## config.mk

```make
export PLATFORM = sky130hd
export DESIGN_NAME = stream_demux_4
export DESIGN_NICKNAME = d
export VERILOG_FILES = /design/src/rtl/stream_demux_4.sv
export SDC_FILE = /design/constraint.sdc
export NUM_CORES = 1
export LEC_CHECK = 0
export BUFFER_PORTS_ARGS = -buffer_cell sky130_fd_sc_hd__buf_2
export CORE_MARGIN = 2
export CORE_UTILIZATION = 36
export DETAILED_ROUTE_END_ITERATION = 12
export HOLD_SLACK_MARGIN = 0.1
export PLACE_DENSITY = 0.58
export RECOVER_POWER = 25
export SLEW_MARGIN = 0
export SYNTH_ARGS = -nofsm -noshare
export SYNTH_HDL_FRONTEND = slang
export SYNTH_SLANG_ARGS = --single-unit
```

## constraint.sdc

```tcl
create_clock -name i_clk -period 21 [get_ports i_clk]
set_input_delay 6.3 -clock i_clk [delete_from_list [all_inputs] [get_ports i_clk]]
set_output_delay 6.3 -clock i_clk [all_outputs]
set_load 0.03 [all_outputs]
```

## src/rtl/stream_demux_4.sv

```systemverilog
// Four-way stream demultiplexer. Each channel has a single-entry skid-free buffer.
// A channel can be loaded and drained in the same cycle, so each channel sustains one word per cycle.
module stream_demux_4 #(
  parameter int N = 64
) (
  input  logic         i_clk,
  input  logic         i_rst,
  input  logic [N-1:0] i_data,
  input  logic [1:0]   i_s,
  input  logic         i_valid,
  output logic         o_ready,
  output logic [N-1:0] o_data0,
  output logic [N-1:0] o_data1,
  output logic [N-1:0] o_data2,
  output logic [N-1:0] o_data3,
  output logic [3:0]   o_valid,
  input  logic [3:0]   i_ready
);

  logic [N-1:0] dreg [4];
  logic [3:0]   vreg;
  logic         load;

  // The addressed channel accepts when it is empty or is being drained this cycle.
  assign o_ready = !vreg[i_s] || i_ready[i_s];
  assign load    = i_valid && o_ready;

  // A load on a channel takes priority over its drain, which keeps the valid flag set.
  always_ff @(posedge i_clk) begin
    if (i_rst) begin
      for (int k = 0; k < 4; k++) begin
        dreg[k] <= '0;
        vreg[k] <= 1'b0;
      end
    end else begin
      for (int k = 0; k < 4; k++) begin
        if (load && (i_s == 2'(k))) begin
          dreg[k] <= i_data;
          vreg[k] <= 1'b1;
        end else if (vreg[k] && i_ready[k]) begin
          vreg[k] <= 1'b0;
        end
      end
    end
  end

  assign o_data0 = dreg[0];
  assign o_data1 = dreg[1];
  assign o_data2 = dreg[2];
  assign o_data3 = dreg[3];
  assign o_valid = vreg;

endmodule
```

### Word level (Yosys, flattened, before mapping)

Memories as Yosys holds them, arrays and structs flattened.
Cells that the tools add are included.

| operators by class | value |
|---|---|
| bitwise operators | 4 |
| reduce and logical (&&, ||, !) cells | 16 |
| equality and inequality tests | 3 |
| muxes and demuxes | 30 |
| order comparisons | 1 |

Operators with widths:

| cell | count |
|---|---|
| $mux W64 | 4 |
| $mux W1 | 24 |
| $logic_and A1 B1 Y1 | 9 |
| $reduce_bool A2 Y1 | 4 |
| $bmux W1 S2 | 2 |
| $eq A2 B2 Y1 const B | 2 |
| $or A1 B1 Y1 | 4 |
| $lt A2 B3 Y1 const B | 1 |
| $eq A2 B1 Y1 const B | 1 |
| $logic_not A2 Y1 | 1 |
| $logic_not A1 Y1 | 1 |
| $logic_or A1 B1 Y1 | 1 |

| storage, ports and cells | value |
|---|---|
| memories | 1 |
| input port bits | 73 |
| RAM bits | 256 |
| output and inout port bits | 261 |
| bits in registers | 4 |
| word-level logic and storage cells | 59 |

Memories:

| memory | depth | bits a word | read ports | clocked after Yosys merged registers in | write ports | RTL line | text |
|---|---|---|---|---|---|---|---|
| dreg | 4 | 64 | 4 | 0 | 4 | 20 | `logic [N-1:0] dreg [4];` |

### Logic depth before layout (Yosys ltp)

| depth | value |
|---|---|
| word-level depth | 10 |
| mapped depth | 5 |
| depth with buffers taken out | 2 |

### Worst setup path before layout

No wires, ideal clock.

| timing | value |
|---|---|
| path type | input to output |
| from | input port i_ready[3] |
| to | output port o_ready |
| path buffers | 0 |
| data required time | 14,700 ps |
| path slack | 7,687 ps |
| data arrival time | 7,013 ps |
| stages | 2 |
| cell sequence | nand2b_1 > mux4_2 |

| on the way | value |
|---|---|
| word-level cells in the longest chain between the ends | 3 |

RTL lines:

| what | RTL line | text |
|---|---|---|
| start: declaration | 17 | `input logic [3:0] i_ready` |
| $bmux W1 S2 | 25 | `assign o_ready = !vreg[i_s] \|\| i_ready[i_s];` |
| $mux W1 (implied by the code) | 25 |  |
| $logic_or A1 B1 Y1 | 25 |  |
| end: declaration | 11 | `output logic o_ready,` |

Every way passes these cells. The select of a mux whose other input is x is not followed.

### Worst setup path after layout

Same ends and word-level chain as after synthesis.

==> results.md <==
- Status: finished, violations left
- Failing checks: capacitance limit, slew limit
- Layout Nets: between 1000 and 1500
- Period utilisation layout: ~65%
- Worst EP required: between 10 and 15 ns
- Routability-driven placement congestion ratio: approximately 0.76
- Htree depth: 1
- DR WL/cell: around 22 um
- Top cells by count, synth: edfxtp_1 (256), nor3_1 (201), nand3b_1 (66)
- Final worst slack: 7.41 ns
- First-pass GRT wire length: ~46 mm
- Power after layout: roughly 1.2 mW
- Clock transition at path regs: about 0.06 ns
- Vias in the first global route: between 7000 and 8000
- I/O Pins: 334
- Syn nets: 752
- Endpoint type of the worst setup path: primary output
- Path depth of the worst reg2reg path: 4
- Chip Height: roughly 170 um
- Site Rows: 62
- Initial core utilization: a little over a third
- Post-Synth XOR/XNOR Area: 0%
- Cell Pwr Density: 91.9 mW/mm^2
- Largest family of logic cells by synthesized area: simple AND/OR/NAND/NOR gates
- Antenna-violating nets left: 0
- Simple-Gate Fraction of Synth Area: between 20 and 25%
- GR Util met3: under 10%
- CTS tree: built
- Vias/cell: between 5 and 6
- Endpoints failing setup: 0
- Worst slew pin tran: between 3 and 4 ns
- Clock skew: 0.00701 ns
- Total die area: 0.0304 sq mm
- Layout area overhead: 26.3%
- Root Buffer: clkbuf_16
- Global-route track usage on met1: between 20% and 30%
- Minimum clock period: 13.59 ns
- Post-synthesis adder-cell area fraction: 0%
- Synth Register Bits: 260
- Dpl hpwl: roughly 19 mm
- Ranking of synthesized cells by area: edfxtp_1 (74%), nor3_1 (9.6%), nor3_2 (5.3%)
- Final Hold Viols: 0
- Worst-skew pair later-pin latency: between 0.5 and 0.6 ns
- Yosys top cell by area: edfxtp_1
- Core area: roughly 0.029 sq mm
- LEAKAGE: between 5 and 6 nW
- CTS sink count: between 200 and 300
- Final number of max-transition violations: 70
- Chip width: 174 um
- Total GRT Usage: 19.9%
- Post-synth EDFFs: about 260
- Post-CTS sizing: 0
- CTS Buffer Depth: 3
- Port bufs: ~330
- F_max: about 74 MHz
- Arrival time worst endpoint: 7.29 ns
- Largest net degree at the start of global routing: 70
- Yosys warns: 0
- Hold_buf cts: 0
- Post-synthesis compound-gate area fraction: less than 1%
- Ratio of cells with drive above 1 in the final layout: between 40% and 50%
- Unique cell type count in the Yosys netlist: 19
- Routed WL: between 30 and 40 mm
- 1st-iter DRT viols: approximately 560
- Synth top area share: around three quarters
- WHS Path Cells: 2
- Syn_area_per_cell: between 15 and 20 sq um
- Post-Synthesis Cells: between 600 and 700
- Initial antenna violation count: 4
- Drt first pass iters: 4
- Max Cap Violations: 1
- Sequential area share after synthesis: 74.4%
- Post-synthesis instance area: roughly 0.010 sq mm
- Residual DRC: 0
- RSZ-0062 raised after global routing: false
- Critical path class: input pin to primary output
- Crit-path max FO: 2
- GR peak layer: met2
- Slew margin rel.: -157%
- Grt met2 use: 32.2%
- Maximum vdd drop: 0.0000421 V
- Most used DFF post-synth: edfxtp_1
- Mux cell area share after synthesis: 0.216%
- Count leader, synth: edfxtp_1
- Grt ovf: 0
- Async S/R FF share, synth: 0%
- Post-CTS Setup Inserts: 0
- Worst min path class: register to register
- CTS Buf Count: 28
- Critical Path Source Type: input pin
- Setup TNS: 0 ns
- Via count: between 7000 and 8000
- Pre-CTS setup slack: ~7.4 ns
- Fillers: 2660
==> sequential cells by signal, summed over array words and instances (netlist names) <==
| name | count |
|---|---|
| o_valid | 4 |
| dreg | 256 |
==> layer usage <==
metal / routed length [um] / share of wire, % / vias to the layer above
li1: - / - / 3221
met5: 12 / 0.038 / -
met1: 12900 / 41 / 3555
met4: 883 / 2.8 / 2
met2: 14900 / 48 / 358
met3: 2620 / 8.4 / 52
==> layout make-up <==
type | instances | area [sq um] | area share [%]
Sequential cell | 260 | 7770 | 58.9
Clock buffer | 33 | 741 | 5.62
Timing Repair Buffer | 348 | 1720 | 13.1
Clock inverter | 19 | 145 | 1.10
Multi-Input combinational cell | 345 | 2320 | 17.6
Tap cell | 384 | 480 | 3.64
Inverter | 2 | 7.51 | 0.0569
Antenna cell | 2 | 5.00 | 0.0380
==> cell families after synthesis <==
logic type / Yosys count
AOI/OAI and AO/OA: 8
buffers and inverters: 74
DFF: 260
muxes: 1
and+or+nand+nor: 336
==> placed cells by master, fill, tap and decap left out, types with 4 or more instances in the layout <==
master      netlist  routed
clkbuf_16         0      29
nor3_2           55      54
edfxtp_1        256     256
nand3b_1         66      66
nand2b_1          6       4
buf_4             4      14
clkinvlp_4        0       4
nor2b_4           0       4
clkinv_1          0      11
o31ai_4           0       4
dfxtp_1           4       4
clkbuf_1         17      49
buf_2            34     289
a21oi_1           4       4
nor3_1          201     202
==> worst paths after layout <==
check,from,end,slack [ns]
worst min register to register,o_valid[1],o_valid[1],0.52
worst min-delay path,o_valid[1],o_valid[1],0.52
worst max-delay path,i_ready[3],o_ready,7.41
worst max register to register,o_valid[3],dreg[3][41],18.55
==> worst max-delay path: stages <==
cell	delay, ns
buf_2	0.12
nand2b_1	0.18
mux4_2	0.48
buf_2	0.20
==> stage by stage <==
stage	area (sq um)	util, %	hold WS, ns	instances
detailed placement	12400	43.2	0.511	1339
CTS	13200	46.3	0.523	1391
global route	13200	46.0	0.554	1392
global placement	12400	43.2	0.498	1339
finish	13200	46.1	0.521	1393
floorplan	10400	-	0.620	679
==> report_power, final <==
| group | internal (mW) | leakage, nW | total [mW] | switching, mW |
|---|---|---|---|---|
| registers | 0.595 | 2.79 | 0.602 | 0.00696 |
| logic | 0.0289 | 1.89 | 0.134 | 0.105 |
| clock network | 0.275 | 0.417 | 0.476 | 0.200 |
No activity file was read; power rests on OpenSTA's default activity.
